==> config.mk <==
export PLATFORM = sky130hd
export DESIGN_NAME = change_dispenser
export DESIGN_NICKNAME = d
export VERILOG_FILES = /design/src/rtl/vend_pkg.sv /design/src/rtl/vend_coin_inv.sv /design/src/rtl/change_dispenser.sv
export SDC_FILE = /design/constraint.sdc
export NUM_CORES = 1
export LEC_CHECK = 0
export BUFFER_PORTS_ARGS = -buffer_cell sky130_fd_sc_hd__buf_2
export CAP_MARGIN = 10
export CORE_ASPECT_RATIO = 1.75
export CORE_MARGIN = 1
export CORE_UTILIZATION = 50
export DETAILED_ROUTE_END_ITERATION = 10
export GPL_TIMING_DRIVEN = 0
export PLACE_DENSITY = 0.75
export RECOVER_POWER = 25
export SLEW_MARGIN = 20
export SYNTH_ARGS = -nofsm -noshare
export SYNTH_HDL_FRONTEND = slang
export SYNTH_HIERARCHICAL = 1
export SYNTH_SLANG_ARGS = --single-unit
==> constraint.sdc <==
create_clock -name clk -period 4.95 [get_ports clk]
set_input_delay 0.2475 -clock clk [delete_from_list [all_inputs] [get_ports clk]]
set_output_delay 0.2475 -clock clk [all_outputs]
set_load 0.1 [all_outputs]
==> src/rtl/vend_pkg.sv <==
// Shared coin values, money width and dispenser state encoding for the
// vending machine and change dispenser.
package vend_pkg;

  localparam int MONEY_W = 8;

  localparam logic [MONEY_W-1:0] COIN_HI = 8'd10;
  localparam logic [MONEY_W-1:0] COIN_LO = 8'd5;

  typedef enum logic [2:0] {
    ST_IDLE     = 3'd0,
    ST_SELECT   = 3'd1,
    ST_WAIT_ACK = 3'd2,
    ST_DONE     = 3'd3,
    ST_FAULT    = 3'd4
  } disp_state_e;

endpackage

==> src/rtl/vend_coin_inv.sv <==
// Saturating up/down coin inventory counter. A refill and a dispense in the
// same cycle cancel out.
module vend_coin_inv #(
  parameter int               INV_W = 8,
  parameter logic [INV_W-1:0] INIT  = '0
) (
  input  logic             clk,
  input  logic             rst,
  input  logic             inc,
  input  logic             dec,
  output logic [INV_W-1:0] cnt
);

  localparam logic [INV_W-1:0] CNT_ONE = {{(INV_W-1){1'b0}}, 1'b1};
  localparam logic [INV_W-1:0] CNT_MAX = {INV_W{1'b1}};

  logic [INV_W-1:0] cnt_q;
  logic [INV_W-1:0] cnt_d;

  always_comb begin
    cnt_d = cnt_q;
    if (inc && !dec && (cnt_q != CNT_MAX)) begin
      cnt_d = cnt_q + CNT_ONE;
    end else if (dec && !inc && (cnt_q != '0)) begin
      cnt_d = cnt_q - CNT_ONE;
    end
  end

  always_ff @(posedge clk) begin
    if (rst) begin
      cnt_q <= INIT;
    end else begin
      cnt_q <= cnt_d;
    end
  end

  assign cnt = cnt_q;

endmodule

==> src/rtl/change_dispenser.sv <==
// Greedy coin payout controller: large coins first, then small coins, one
// eject/done handshake with the hopper per coin, with jam timeout.
//
//   state       | meaning
//   ------------+-------------------------------------------------------
//   ST_IDLE     | waiting for a payout request
//   ST_SELECT   | choose next coin from remaining amount and inventory
//   ST_WAIT_ACK | coin commanded, waiting for hopper_done or timeout
//   ST_DONE     | report shortfall, pulse done, release busy
//   ST_FAULT    | hopper jammed, held until clear_fault
module change_dispenser
  import vend_pkg::*;
#(
  parameter int INV_W       = 8,
  parameter int INV_HI_INIT = 20,
  parameter int INV_LO_INIT = 20,
  parameter int TIMEOUT     = 255
) (
  input  logic               clk,
  input  logic               rst,
  input  logic               change_valid,
  input  logic [MONEY_W-1:0] change_amt,
  input  logic               hopper_done,
  input  logic               refill_hi,
  input  logic               refill_lo,
  input  logic               clear_fault,
  output logic               busy,
  output logic               eject_hi,
  output logic               eject_lo,
  output logic               done,
  output logic [MONEY_W-1:0] paid,
  output logic [MONEY_W-1:0] shortfall,
  output logic               jam,
  output logic [INV_W-1:0]   inv_hi,
  output logic [INV_W-1:0]   inv_lo
);

  localparam int                 TIMER_W   = $clog2(TIMEOUT + 1);
  localparam logic [TIMER_W-1:0] TIMER_ONE = {{(TIMER_W-1){1'b0}}, 1'b1};
  localparam logic [TIMER_W-1:0] TIMER_TC  = TIMER_W'(TIMEOUT - 1);

  disp_state_e        state_q, state_d;
  logic [MONEY_W-1:0] remaining_q, remaining_d;
  logic [MONEY_W-1:0] paid_q, paid_d;
  logic [MONEY_W-1:0] shortfall_q, shortfall_d;
  logic [TIMER_W-1:0] timer_q, timer_d;
  logic               busy_q, busy_d;
  logic               eject_hi_q, eject_hi_d;
  logic               eject_lo_q, eject_lo_d;
  logic               done_q, done_d;
  logic               jam_q, jam_d;
  logic               coin_hi_q, coin_hi_d;

  logic               coin_ack;
  logic [MONEY_W-1:0] coin_val;
  logic [INV_W-1:0]   inv_hi_cnt;
  logic [INV_W-1:0]   inv_lo_cnt;

  // A coin is only debited once the hopper confirms it left the machine.
  assign coin_ack = (state_q == ST_WAIT_ACK) && hopper_done;
  assign coin_val = coin_hi_q ? COIN_HI : COIN_LO;

  vend_coin_inv #(
    .INV_W (INV_W),
    .INIT  (INV_W'(INV_HI_INIT))
  ) u_inv_hi (
    .clk (clk),
    .rst (rst),
    .inc (refill_hi),
    .dec (coin_ack && coin_hi_q),
    .cnt (inv_hi_cnt)
  );

  vend_coin_inv #(
    .INV_W (INV_W),
    .INIT  (INV_W'(INV_LO_INIT))
  ) u_inv_lo (
    .clk (clk),
    .rst (rst),
    .inc (refill_lo),
    .dec (coin_ack && !coin_hi_q),
    .cnt (inv_lo_cnt)
  );

  always_comb begin
    state_d     = state_q;
    remaining_d = remaining_q;
    paid_d      = paid_q;
    shortfall_d = shortfall_q;
    timer_d     = timer_q;
    busy_d      = busy_q;
    eject_hi_d  = 1'b0;
    eject_lo_d  = 1'b0;
    done_d      = 1'b0;
    jam_d       = jam_q;
    coin_hi_d   = coin_hi_q;

    case (state_q)
      ST_IDLE: begin
        if (change_valid) begin
          remaining_d = change_amt;
          paid_d      = '0;
          shortfall_d = '0;
          busy_d      = 1'b1;
          state_d     = ST_SELECT;
        end
      end
      ST_SELECT: begin
        timer_d = '0;
        if ((remaining_q >= COIN_HI) && (inv_hi_cnt != '0)) begin
          eject_hi_d = 1'b1;
          coin_hi_d  = 1'b1;
          state_d    = ST_WAIT_ACK;
        end else if ((remaining_q >= COIN_LO) && (inv_lo_cnt != '0)) begin
          eject_lo_d = 1'b1;
          coin_hi_d  = 1'b0;
          state_d    = ST_WAIT_ACK;
        end else begin
          state_d = ST_DONE;
        end
      end
      ST_WAIT_ACK: begin
        if (hopper_done) begin
          remaining_d = remaining_q - coin_val;
          paid_d      = paid_q + coin_val;
          timer_d     = '0;
          state_d     = ST_SELECT;
        end else if (timer_q == TIMER_TC) begin
          // The coin in flight is never credited: its fate is unknown.
          jam_d   = 1'b1;
          timer_d = '0;
          state_d = ST_FAULT;
        end else begin
          timer_d = timer_q + TIMER_ONE;
        end
      end
      ST_FAULT: begin
        if (clear_fault) begin
          jam_d   = 1'b0;
          state_d = ST_DONE;
        end
      end
      ST_DONE: begin
        shortfall_d = remaining_q;
        done_d      = 1'b1;
        busy_d      = 1'b0;
        state_d     = ST_IDLE;
      end
      default: begin
        state_d = ST_IDLE;
      end
    endcase
  end

  always_ff @(posedge clk) begin
    if (rst) begin
      state_q     <= ST_IDLE;
      remaining_q <= '0;
      paid_q      <= '0;
      shortfall_q <= '0;
      timer_q     <= '0;
      busy_q      <= 1'b0;
      eject_hi_q  <= 1'b0;
      eject_lo_q  <= 1'b0;
      done_q      <= 1'b0;
      jam_q       <= 1'b0;
      coin_hi_q   <= 1'b0;
    end else begin
      state_q     <= state_d;
      remaining_q <= remaining_d;
      paid_q      <= paid_d;
      shortfall_q <= shortfall_d;
      timer_q     <= timer_d;
      busy_q      <= busy_d;
      eject_hi_q  <= eject_hi_d;
      eject_lo_q  <= eject_lo_d;
      done_q      <= done_d;
      jam_q       <= jam_d;
      coin_hi_q   <= coin_hi_d;
    end
  end

  assign busy      = busy_q;
  assign eject_hi  = eject_hi_q;
  assign eject_lo  = eject_lo_q;
  assign done      = done_q;
  assign paid      = paid_q;
  assign shortfall = shortfall_q;
  assign jam       = jam_q;
  assign inv_hi    = inv_hi_cnt;
  assign inv_lo    = inv_lo_cnt;

endmodule
Word-level counts from Yosys, hierarchy flattened
Index checks and enable logic that the tools add are counted.
- add/sub/neg operators: 7
- bitwise gates (word level): 1
- $lt $le $gt $ge: 2
- muxes and demuxes: 33
- reductions and logical operators: 35
- equal/unequal tests: 13
- operators by type and width (kind ; number):
    $mux 8 ; 10
    $pmux 8 s2 ; 4
    $add 8x1->8 const B ; 3
    $ne 8x8->1 const B ; 2
    $reduce_bool 8->1 ; 2
    $sub 8x1->8 const B ; 2
    $reduce_bool 2->1 ; 7
    $logic_and 1x1->1 ; 13
    $mux 3 ; 4
    $pmux 3 s4 ; 1
    $mux 1 ; 11
    $add 8x4->8 ; 1
    $eq 8x8->1 const B ; 1
    $ge 8x3->1 const B ; 1
    $ge 8x4->1 const B ; 1
    $ne 2x2->1 const B ; 4
    $sub 8x4->8 ; 1
    $eq 3x2->1 const B ; 2
    $reduce_and 3->1 ; 2
    $logic_not 1->1 ; 5
    $mux 4 ; 1
    $pmux 1 s2 ; 2
    $reduce_and 2->1 ; 2
    $reduce_and 4->1 ; 1
    8 further kinds ; 8
- flip-flop bits (word level): 57
- output and inout bits: 37
- word-level logic and storage cells: 104
- bits of input ports: 15

Logic depth before layout (Yosys ltp)
Gate-level depths: netlist (run 1).
- depth after elaboration: 7
- gate-level depth with buffers: 12
- gate-level depth less buffers: 11

Cells and area by module
The synthesis (run 1) kept the hierarchy.
- modules (own cells, without submodules) (module ; seq. area each (µm²) ; times used ; area each (µm²) ; cells an instance):
    change_dispenser ; 820.8 ; 1 ; 2133.3 ; 248
    vend_coin_inv ; 160.2 ; 2 ; 598.1 ; 72

Worst setup path before layout (run 1)
No wires, ideal clock.
- path kind: register to register
- from: register u_inv_hi.cnt_q[0], in the netlist u_inv_hi/cnt[0]
- to: register u_inv_hi.cnt_q[7], in the netlist u_inv_hi/cnt[7]
- stages on the path, launching flop included: 9
- library setup time: 79 ps
- required time: 4871 ps
- buffers on the path: 0
- path slack: 2054 ps
- clock period less this slack: 2896 ps
- arrival time: 2818 ps
- cell sequence: dfxtp_1 -> nand4_1 -> o211ai_2 -> ha_1 -> a21oi_1 -> a211oi_1 -> o21ba_2 -> o21a_1 -> nor3_1
- cells in the longest elaborated chain, start to end: 3
- elaborated cells between the ends (all ways): 9
- those cells by class: add/sub: 2; eq/ne: 1; mux: 2; reduce/logical: 4
- RTL lines (element ; RTL line ; text):
    start: declaration ; vend_coin_inv.sv:17 ; logic [INV_W-1:0] cnt_q;
    start signal: assignment ; vend_coin_inv.sv:33 ; cnt_q <= cnt_d;
    $sub 8x1->8, or another cell as far along ; vend_coin_inv.sv:25 ; cnt_d = cnt_q - CNT_ONE;
    $mux 8, or another cell as far along ; vend_coin_inv.sv:24 ; end else if (dec && !inc && (cnt_q != '0)) begin
    $mux 8 / $reduce_bool 2->1 (equally long branches) ; -- ;
Parallel ways exist; a longest one is shown, timed or not. The select of a mux whose other input is x is not followed.
A chain may end at the register's enable or synchronous reset.

Final worst setup path (run 1)
- from: register state_q[1]
- to: register u_inv_hi.cnt_q[7], in the netlist u_inv_hi/cnt[7]
- cells in the longest elaborated chain, start to end: 7
- elaborated cells between the ends (all ways): 10
- those cells by class: eq/ne: 1; mux: 1; reduce/logical: 8
- RTL lines (element ; RTL line ; text):
    start: declaration ; change_dispenser.sv:42 ; disp_state_e state_q, state_d;
    start signal: assignment ; change_dispenser.sv:169 ; state_q <= state_d;
    $eq 3x2->1 * ; change_dispenser.sv:60 ; assign coin_ack = (state_q == ST_WAIT_ACK) && hopper_done;
    $logic_and 1x1->1 * ; change_dispenser.sv:60 ;
    $logic_and 1x1->1 * ; change_dispenser.sv:70 ; .dec (coin_ack && coin_hi_q),
    $logic_not 1->1 ; vend_coin_inv.sv:22 ; if (inc && !dec && (cnt_q != CNT_MAX)) begin
    $logic_and 1x1->1 (2 in series) ; vend_coin_inv.sv:22 ;
    $mux 8 / $reduce_bool 2->1 (equally long branches) ; -- ;
Mark *: on every way between the ends. The rest lies on a longest branch, timed or not.

==> results of run 1 <==
synthesized netlist by cell type, types with 3 or more instances:
| library cell | n |
|---|---|
| dfxtp_1 | 57 |
| nor2_1 | 49 |
| nand2_1 | 38 |
| a21oi_1 | 30 |
| ha_1 | 22 |
| o21ai_0 | 18 |
| nor3_1 | 13 |
| nand3_1 | 11 |
| nor4_1 | 11 |
| xor2_1 | 11 |
| a22o_1 | 10 |
| xnor2_1 | 9 |
| a211oi_1 | 8 |
| inv_1 | 8 |
| nand4_1 | 7 |
| a21o_1 | 5 |
| a22oi_1 | 5 |
| clkbuf_1 | 5 |
| and3_1 | 4 |
| buf_2 | 4 |
| fa_1 | 4 |
| nand2b_1 | 4 |
| a211oi_2 | 3 |
| buf_6 | 3 |
| nor2b_1 | 3 |
| o211ai_1 | 3 |
| o31ai_1 | 3 |
| or2_2 | 3 |
how the worst min path moves through the flow:
stage	to	from	slack (ns)	cells past startpoint
2_1_floorplan	u_inv_hi/cnt[1]$_SDFFE_PP0P_	rst	0.32	1
3_3_place_gp	shortfall[2]$_SDFFE_PP0P_	shortfall[2]$_SDFFE_PP0P_	0.45	1
3_5_place_dp	shortfall[2]$_SDFFE_PP0P_	shortfall[2]$_SDFFE_PP0P_	0.46	1
4_1_cts	remaining_q[7]$_SDFFE_PP0P_	change_amt[7]	0.18	3
5_1_grt	remaining_q[7]$_SDFFE_PP0P_	change_amt[7]	0.20	3
6_report	remaining_q[7]$_SDFFE_PP0P_	change_amt[7]	0.19	3
cell type report:
| type | instances | share of cell area [%] |
|---|---|---|
| clock inverter | 6 | 2.70 |
| timing repair buffer | 51 | 5.70 |
| clock buffer | 9 | 5.64 |
| buffer | 13 | 1.91 |
| inverter | 8 | 0.752 |
| multi-input combinational | 314 | 52.1 |
| sequential | 57 | 28.6 |
| tap | 82 | 2.57 |
kinds of logic after synthesis:
logic type,after synthesis,share of synthesized area (%)
AOI/OAI and AO/OA,109,22.7
xor gates and xnor gates,20,5.26
adders and majority gates,26,10.7
buffers and inverters,21,3.19
DFF,57,34.3
muxes,2,0.601
and+or+nand+nor,157,23.3
worst max-delay path: cells and delay by family (launching register included):
family                   cells  cell delay [ns]
AO/OA/AOI/OAI                5             1.02
adder cells (fa/ha/maj)      1             0.39
buffers and inverters        2             0.32
flip-flops                   1             0.43
AND/OR/NAND/NOR              4             0.92
power by group:
part / internal [mW] / switching [mW] / leakage (nW) / total [mW]
Clock: 0.486 / 0.208 / 0.161 / 0.694
Combinational: 0.183 / 0.435 / 0.987 / 0.618
Sequential: 0.504 / 0.0638 / 0.465 / 0.568
Total: 1.17 / 0.707 / 1.61 / 1.88
flip-flops by register name, indices dropped and copies added, names as in the netlist:
register,flops
done,1
remaining_q,8
u_inv_lo/cnt,8
busy,1
eject_hi,1
state_q,3
eject_lo,1
shortfall,8
paid,8
jam,1
u_inv_hi/cnt,8
timer_q,8
coin_hi_q,1
per-layer routing:
| layer | track usage, % | up-vias | routed length [microns] |
|---|---|---|---|
| met4 | 19.0 | 0 | 284 |
| met3 | 5.29 | 26 | 337 |
| met5 | 0 | - | 0 |
| met2 | 42.9 | 94 | 4190 |
| li1 | - | 1577 | - |
| met1 | 25.6 | 1479 | 3320 |
==> impl_metrics.json, run 1 <==
{
  "syn_to_final_growth_pct": 19.9,
  "clockBufferDepth": 2,
  "cp_max_fo": 10,
  "most-common-layout-cells": "dfxtp_1, nor2_1, nand2_1",
  "ir_drop_mv": 0.282,
  "fin_crit_sh_pct": 63.9,
  "ant_nets": 0,
  "cp_cell_sequence": "buf_2 > nor3b_2 > nand2_1 > nor2_1 > inv_1 > o211ai_2 > ha_1 > a21oi_1 > a211oi_1 > o21ba_2 > o21a_1 > nor3_1",
  "ys_ff_latch": 57,
  "p_per_area_mw_per_mm2": 471,
  "cp_slowest_cell": "dfxtp_1",
  "nFillCells": 581,
  "drive_gt1_share_pct": 14.8,
  "grt_pass1_vias": 3026,
  "yosys.area.top_type_share_pct": 34.3,
  "syn_area_sq_mm": 0.00333,
  "cts_tree": "done",
  "syn-num-nets": 433,
  "fp.coreArea_sq_mm": 0.00649,
  "drv_cap": 0,
  "ys_top_cells_by_area": "dfxtp_1, ha_1, nor2_1",
  "synth_area_per_cell_sq_um": 8.49,
  "crit_arrival_ns": 3.41,
  "initial_core_util_pct": 51.3,
  "slew_violations": 0,
  "crit_start": "state_q[1]$_SDFFE_PP0P_",
  "synth_ff_type": "dfxtp_1",
  "cts.htree.levels": 3,
  "cp_slowest_stage_delay_ns": 0.43,
  "grt_start_max_net_pins": 17,
  "ctsResizeCount": 0,
  "path_class": "flip-flop to flip-flop",
  "fmax_mhz": 316,
  "reg2reg_slack_ns": 1.79,
  "netlist_instances": 392,
  "rows": 39,
  "ff2ff_path_depth": 12,
  "regArea_sq_mm": 0.00114,
  "layout_setup_ws_ns": 1.79,
  "multiInputGateArea_sq_mm": 0.00208,
  "tns_ns": 0,
  "place_congestion": 0.904,
  "final_util_pct": 61.5,
  "placed_area_sq_mm": 0.00369,
  "whs_ns": 0.195,
  "antenna_found_initial": 0,
  "post-route-min-period_ns": 3.16,
  "crit_required_ns": 5.20,
  "status": "finished, final reports clean",
  "drt_wl_total_microns": 8140,
  "routed_via_density": 5.88,
  "cts-hold-fix-buffers": 0,
  "tightest_slew_ns": 1.18,
  "clk_pin_slew_ns": 0.05,
  "fin_total_pwr_mw": 1.88,
  "grt_overflow": 0,
  "drcViolationCount": 0,
  "grt_pass1_wl_microns": 13300,
  "fp.dieW_microns": 63.7,
  "cts_num_sinks": 57,
  "cts_buffers": 9,
  "insertion_delay_ns": 0.33,
  "ioPinCount": 52,
  "endpoint": "u_inv_hi/cnt[7]$_SDFFE_PP0P_",
  "grt.total_usage_pct": 24.7,
  "synth.largest_area_cell": "dfxtp_1",
  "vias": 3176,
  "end_kind": "flip-flop",
  "hpwl_microns": 5980,
  "hp-class": "primary input to flip-flop",
  "relSlewSlack_pct": 22.0,
  "die_h_microns": 110,
  "yosysWarnings": 6,
  "fin_area_sq_mm": 0.00399,
  "cts_root_buf": "clkbuf_16",
  "nNetsFinal": 495,
  "crit_path_start_kind": "flip-flop",
  "clock_skew_ns": 0.00404,
  "seq_area_frac_synth_pct": 34.3,
  "synth.distinct_cells": 57,
  "rsz0062_at_grt": "false",
  "portBuffers": 51,
  "synth_edf_count": 0,
  "r2r-end": "u_inv_hi/cnt[7]$_SDFFE_PP0P_",
  "diodes": 0,
  "drtPass1Iterations": 4,
  "post-place-cells": 525,
  "final_cells": 540,
  "setup_viol": 0,
  "timing.rr.start": "state_q[1]$_SDFFE_PP0P_",
  "dp_slack_ns": 1.85,
  "hold_viol": 0,
  "dieArea_sq_mm": 0.00700,
  "total_leakage_power_nw": 1.61,
  "cts_setup_buffers": 0,
  "wire_per_inst_microns": 15.1,
  "drt_iter0_drc": 186,
  "final_common_cell": "dfxtp_1",
  "async_flop_share_pct": 0
}
Note: power is estimated with default switching activity, not from simulation.
==> run 2, diff against run 1 <==
ABC_AREA = 1   (was not set)
PLACE_DENSITY = 0.77   (was 0.75)
clock period = 2.9 ns   (was 4.95 ns; I/O delays follow)
==> run 2 against run 1 <==
- synthesized area increased by 7.3%
- count of clock-buffer cells in the layout rose by 3
- register-to-register slack got worse by 1.4 ns
- setup slack worse by 1.4 ns
- highest routed layer unchanged
==> impl_metrics.json, run 2 <==
{
  "yosysMostFrequentCell": "nand2_1",
  "grt.total_usage_pct": 25.1,
  "netlist_instances": 511,
  "die_h_microns": 114,
  "synth_commonest_cells": "nand2_1, nor2_1, dfxtp_1, inv_1, nand3_1",
  "synth_area_per_cell_sq_um": 6.99,
  "setup_viol": 0,
  "grt_pass1_wl_microns": 14500,
  "synth_edf_count": 0,
  "endpoint": "u_inv_hi/cnt[7]$_SDFFE_PP0P_",
  "initial_core_util_pct": 51.7,
  "dp_slack_ns": 0.446,
  "status": "finished, final reports clean",
  "cp_max_fo": 11,
  "fmax_mhz": 404,
  "yosysWarnings": 6,
  "clock_skew_ns": 0.00369,
  "synth_top_family_by_area": "simple AND/OR/NAND/NOR gates",
  "r2r-end": "u_inv_hi/cnt[7]$_SDFFE_PP0P_",
  "dieArea_sq_mm": 0.00750,
  "syn_to_final_growth_pct": 17.3,
  "post-route-min-period_ns": 2.48,
  "cp_slowest_stage_delay_ns": 0.35,
  "ant_nets": 0,
  "slew_violations": 0,
  "nNetsFinal": 614,
  "cts_num_sinks": 57,
  "fp.coreArea_sq_mm": 0.00691,
  "synthXorXnorAreaFrac_pct": 2.45,
  "grt_overflow": 0,
  "drv_cap": 0,
  "total_leakage_power_nw": 1.93,
  "crit_start": "state_q[2]$_SDFFE_PP0P_",
  "crit_path_start_kind": "flip-flop",
  "drtPass1Iterations": 5,
  "ioPinCount": 52,
  "portBuffers": 51,
  "grt_pass1_vias": 3485,
  "ys_top_cells_by_area": "dfxtp_1, nand2_1, ha_1",
  "fin_crit_sh_pct": 85.4,
  "crit_arrival_ns": 2.75,
  "hpwl_microns": 6620,
  "syn-num-nets": 552,
  "tightest_slew_ns": 1.23,
  "rsz0062_at_grt": "false",
  "routed_via_density": 5.28,
  "diodes": 0,
  "async_flop_share_pct": 0,
  "rows": 40,
  "yosys.area_share.adder_pct": 9.95,
  "clk_pin_slew_ns": 0.05,
  "muxShareOfSynthArea_pct": 0,
  "ctsResizeCount": 0,
  "final_cells": 661,
  "insertion_delay_ns": 0.33,
  "fp.dieW_microns": 65.9,
  "final_common_cell": "nand2_1",
  "synth.distinct_cells": 36,
  "drcViolationCount": 0,
  "seq_area_frac_synth_pct": 31.9,
  "grt_start_max_net_pins": 12,
  "vias": 3493,
  "wire_per_inst_microns": 13.1,
  "end_kind": "flip-flop",
  "antenna_found_initial": 0,
  "path_class": "flip-flop to flip-flop",
  "cts_buffers": 9,
  "drive_gt1_share_pct": 15.3,
  "ir_drop_mv": 0.533,
  "hold_viol": 0,
  "syn_area_sq_mm": 0.00357,
  "cts.htree.levels": 3,
  "timing.rr.start": "state_q[2]$_SDFFE_PP0P_",
  "cp_cell_sequence": "inv_1 > nand3_2 > inv_2 > nand2_4 > nor2_1 > inv_1 > nand2_1 > inv_1 > nand2_4 > ha_1 > or2_1 > nand3_1 > nand2_1 > nand2_1 > nand2_1 > nor2_1 > nor2_1 > nor2_1",
  "nFillCells": 689,
  "ff2ff_path_depth": 18,
  "hp-class": "primary input to flip-flop",
  "drt_wl_total_microns": 8640,
  "layout_setup_ws_ns": 0.423,
  "cts-hold-fix-buffers": 0,
  "relSlewSlack_pct": 18.6,
  "tns_ns": 0,
  "place_congestion": 0.847,
  "crit_required_ns": 3.17,
  "synthSimpleGateAreaFrac_pct": 34.6,
  "clockBufferDepth": 2,
  "cp_slowest_cell": "dfxtp_1",
  "synth_ff_type": "dfxtp_1",
  "ys_ff_latch": 57,
  "yosys.area.top_type_share_pct": 31.9,
  "drt_iter0_drc": 200,
  "cts_tree": "done",
  "cts_root_buf": "clkbuf_16",
  "reg2reg_slack_ns": 0.42,
  "cts_setup_buffers": 0,
  "most-common-layout-cells": "nand2_1, nor2_1, dfxtp_1",
  "post-place-cells": 646,
  "p_per_area_mw_per_mm2": 726,
  "synth_compound_area_share_pct": 14.0,
  "synth.largest_area_cell": "dfxtp_1"
}
## run 2: how the worst min path moves through the flow
| stage | start | to | slack, ns | cells past startpoint |
|---|---|---|---|---|
| global route | change_amt[3] | remaining_q[3]$_SDFFE_PP0P_ | 0.13 | 3 |
| global placement | change_amt[2] | remaining_q[2]$_SDFFE_PP0P_ | 0.42 | 3 |
| CTS | change_amt[2] | remaining_q[2]$_SDFFE_PP0P_ | 0.08 | 3 |
| finish | change_amt[2] | remaining_q[2]$_SDFFE_PP0P_ | 0.1 | 3 |
| floorplan | change_amt[2] | remaining_q[2]$_SDFFE_PP0P_ | 0.30 | 2 |
| detailed placement | change_amt[2] | remaining_q[2]$_SDFFE_PP0P_ | 0.42 | 3 |
## run 2: where the power goes
| group | total, mW | switching [mW] | internal, mW |
|---|---|---|---|
| Combinational | 1.10 | 0.785 | 0.312 |
| Clock | 0.993 | 0.356 | 0.637 |
| Sequential | 0.953 | 0.0953 | 0.858 |
## run 2: logic make-up after synthesis
kind of cell	after synthesis
XOR/XNOR	10
buffers and inverters	59
AO/OA/AOI/OAI	86
adder cells (fa/ha/maj)	26
AND/OR/NAND/NOR	273
flip-flops	57
## run 2: critical path: cells and delay by family, from the launching register on
family	cells	cell delay, ns
adder cells (fa/ha/maj)	1	0.29
AND/OR/NAND/NOR	13	1.38
flip-flops	1	0.35
buffers and inverters	4	0.39
## run 2: layer usage
metal	up-vias	share of wire, %	track usage (%)	routed length [microns]
met3	15	4.6	5.90	396
met5	-	0	0	0
met1	1590	37	23.3	3190
li1	1798	-	-	-
met2	90	57	48.6	4880
met4	0	2.0	12.3	172
## run 2: layout make-up
class | count | area, sq um | area share [%]
tap | 84 | 105 | 2.51
clock buffer | 12 | 267 | 6.36
timing repair buffer | 51 | 233 | 5.56
buffer | 7 | 56.3 | 1.34
sequential | 57 | 1140 | 27.2
multi-input combinational | 395 | 2180 | 52.0
clock inverter | 3 | 15.0 | 0.358
inverter | 52 | 195 | 4.66
## run 2: metrics by stage
stage	instance area (sq um)	total power [mW]	util, %	hold WS, ns
5_1_grt	4190	3.22	60.7	0.130
2_1_floorplan	3570	1.84	-	0.305
3_3_place_gp	3930	2.02	56.9	0.422
3_5_place_dp	3930	2.06	56.9	0.422
4_1_cts	4210	3.06	61.0	0.0790
6_report	4190	3.04	60.7	0.0971
==> run 3, diff against run 2 <==
ABC_AREA = not set   (was 1)
CAP_MARGIN = not set   (was 10)
==> run 3 against run 2 <==
- count of clock-buffer cells in the layout is 1 higher
- cell count is 18% lower
- power is 6.7% higher
- setup slack worse by 0.27 ns
- routed wire length is 3.7% lower
- clock power is 17% higher
- die area is 6.6% lower
- first-iteration DRC count is 13% higher
- fmax is 9.9% lower
- utilization is 2.7 points higher
- combinational power hardly changed
- clock skew is 0.00080 ns higher
- critical endpoint is now u_inv_lo/cnt[6]$_SDFFE_PP0P_
==> impl_metrics.json, run 3 (same netlist as run 1, synthesis figures left out) <==
{
  "status": "finished, final reports clean",
  "place_congestion": 0.896,
  "clk_pin_slew_ns": 0.05,
  "grt_pass1_vias": 3110,
  "drt_wl_total_microns": 8320,
  "hpwl_microns": 6100,
  "cp_max_fo": 10,
  "end_kind": "flip-flop",
  "cp_cell_sequence": "clkbuf_4 > nor3b_4 > nand2_2 > nor2_1 > inv_1 > o211ai_4 > fa_1 > a211oi_4 > o21bai_1 > a21oi_1 > xnor2_1 > a31o_1",
  "final_cells": 542,
  "crit_arrival_ns": 2.96,
  "drive_gt1_share_pct": 17.0,
  "crit_buf_inv": 2,
  "hold_path_end": "remaining_q[6]$_SDFFE_PP0P_",
  "wire_per_inst_microns": 15.3,
  "grt_pass1_wl_microns": 13900,
  "rows": 39,
  "routed-wl-met2_microns": 4530,
  "clockBufferDepth": 2,
  "grt_start_max_net_pins": 17,
  "r2r-end": "u_inv_lo/cnt[6]$_SDFFE_PP0P_",
  "ir_drop_mv": 0.541,
  "cts_num_sinks": 57,
  "dp_slack_ns": -0.178,
  "fp.coreArea_sq_mm": 0.00649,
  "cp_slowest_stage_delay_ns": 0.49,
  "p_per_area_mw_per_mm2": 790,
  "crit_required_ns": 3.11,
  "drt_iter0_drc": 226,
  "clock_skew_ns": 0.00449,
  "cp.depth": 12,
  "layout_setup_ws_ns": 0.152,
  "insertion_delay_ns": 0.32,
  "most-common-layout-cells": "dfxtp_1, nor2_1, nand2_1",
  "whs_path_depth": 3,
  "setup_viol": 0,
  "cts_tree": "done",
  "hp-class": "primary input to flip-flop",
  "routed_via_density": 5.88,
  "final_common_cell": "dfxtp_1",
  "top_layer_used": "met4",
  "post-route-min-period_ns": 2.75,
  "timing.rr.start": "state_q[1]$_SDFFE_PP0P_",
  "diodes": 0,
  "cts-hold-fix-buffers": 0,
  "initial_core_util_pct": 51.3,
  "vias": 3189,
  "fp.dieW_microns": 63.7,
  "drv_cap": 0,
  "crit_path_start_kind": "flip-flop",
  "cts.htree.levels": 3,
  "cp_top_family": "compound AO/OA/AOI/OAI gates",
  "fin_crit_sh_pct": 94.8,
  "wl_met1_microns": 3280,
  "antenna_found_initial": 0,
  "grt.total_usage_pct": 25.3,
  "min_from": "change_amt[6]",
  "hold_viol": 0,
  "portBuffers": 51,
  "drcViolationCount": 0,
  "tightest_slew_ns": 1.17,
  "cts_root_buf": "clkbuf_16",
  "ff2ff_path_depth": 12,
  "path_class": "flip-flop to flip-flop",
  "reg2reg_slack_ns": 0.15,
  "dieArea_sq_mm": 0.00700,
  "drtPass1Iterations": 5,
  "slew_violations": 0,
  "total_leakage_power_nw": 1.64,
  "grt_overflow": 0,
  "post-place-cells": 525,
  "cts_buffers": 9,
  "relSlewSlack_pct": 22.0,
  "met3_length_microns": 328,
  "ioPinCount": 52,
  "nNetsFinal": 497,
  "ant_nets": 0,
  "cp_slowest_cell": "fa_1",
  "crit_start": "state_q[1]$_SDFFE_PP0P_",
  "fin_area_sq_mm": 0.00411,
  "die_h_microns": 110,
  "placed_area_sq_mm": 0.00369,
  "tns_ns": 0,
  "fmax_mhz": 364,
  "syn_to_final_growth_pct": 23.4
}
==> run 3: cell count changes in the layout (fill, tap and decap cells not counted), sizes merged, moves of 9 or more <==
| cell | before | now |
|---|---|---|
| a211oi | 1 | 11 |
| a22o | 0 | 10 |
| clkbuf | 33 | 42 |
| inv | 52 | 8 |
| nand2 | 138 | 38 |
| nand3 | 39 | 11 |
| nor2 | 72 | 50 |
| nor4 | 0 | 11 |
| o21ai | 37 | 19 |
==> run 3: stage by stage <==
stage          power (mW)  utilization (%)  hold slack (ns)
2_1_floorplan        1.82                -            0.214
3_3_place_gp         2.00             56.8            0.415
3_5_place_dp         2.03             56.8            0.420
4_1_cts              3.20             62.2           0.0847
5_1_grt              3.41             63.3            0.112
6_report             3.25             63.3           0.0948
==> run 3: routing by layer <==
layer | track usage, % | up-vias
met4 | 12.2 | 0
met3 | 4.88 | 15
li1 | - | 1568
met1 | 26.1 | 1524
met2 | 47.7 | 82
met5 | 0 | -
==> run 3: worst register-to-register path, stage by stage, from the launching register on <==
cell and delay, ns:
dfxtp_2 0.34, clkbuf_4 0.18, nor3b_4 0.17, nand2_2 0.17
nor2_1 0.06, inv_1 0.15, o211ai_4 0.19, fa_1 0.49
a211oi_4 0.26, o21bai_1 0.13, a21oi_1 0.20, xnor2_1 0.09
a31o_1 0.21
==> run 3: power breakdown <==
part           switching [mW]  total [mW]  leakage, nW  internal [mW]
logic                   0.764        1.11         1.02          0.347
registers               0.114       0.975        0.466          0.861
clock network           0.344        1.16        0.162          0.817
==> run 3: final cells by class <==
| type | instances | area [sq um] |
|---|---|---|
| buffer | 13 | 78.8 |
| clock buffer | 13 | 270 |
| clock inverter | 2 | 60.1 |
| fill | 559 | 2380 |
| inverter | 8 | 30.0 |
| multi-input combinational | 314 | 2180 |
| sequential | 57 | 1140 |
| tap | 82 | 103 |
| timing repair buffer | 53 | 241 |
==> run 3: how the worst max path moves through the flow <==
stage / slack, ns / end
after floorplan: 0.004 / u_inv_hi/cnt[7]$_SDFFE_PP0P_
after global placement: -0.13 / u_inv_hi/cnt[6]$_SDFFE_PP0P_
after detailed placement: -0.18 / u_inv_lo/cnt[6]$_SDFFE_PP0P_
after CTS: 0.07 / u_inv_lo/cnt[6]$_SDFFE_PP0P_
after global routing: -0.03 / u_inv_lo/cnt[6]$_SDFFE_PP0P_
final: 0.15 / u_inv_lo/cnt[6]$_SDFFE_PP0P_
==> run 3: timing repair <==
action	CTS	global route
hold endpoints to repair	0	0
buffers inserted	1	1
endpoints found under the setup margin	6	7
resized for setup	2	14
pin swaps	0	2
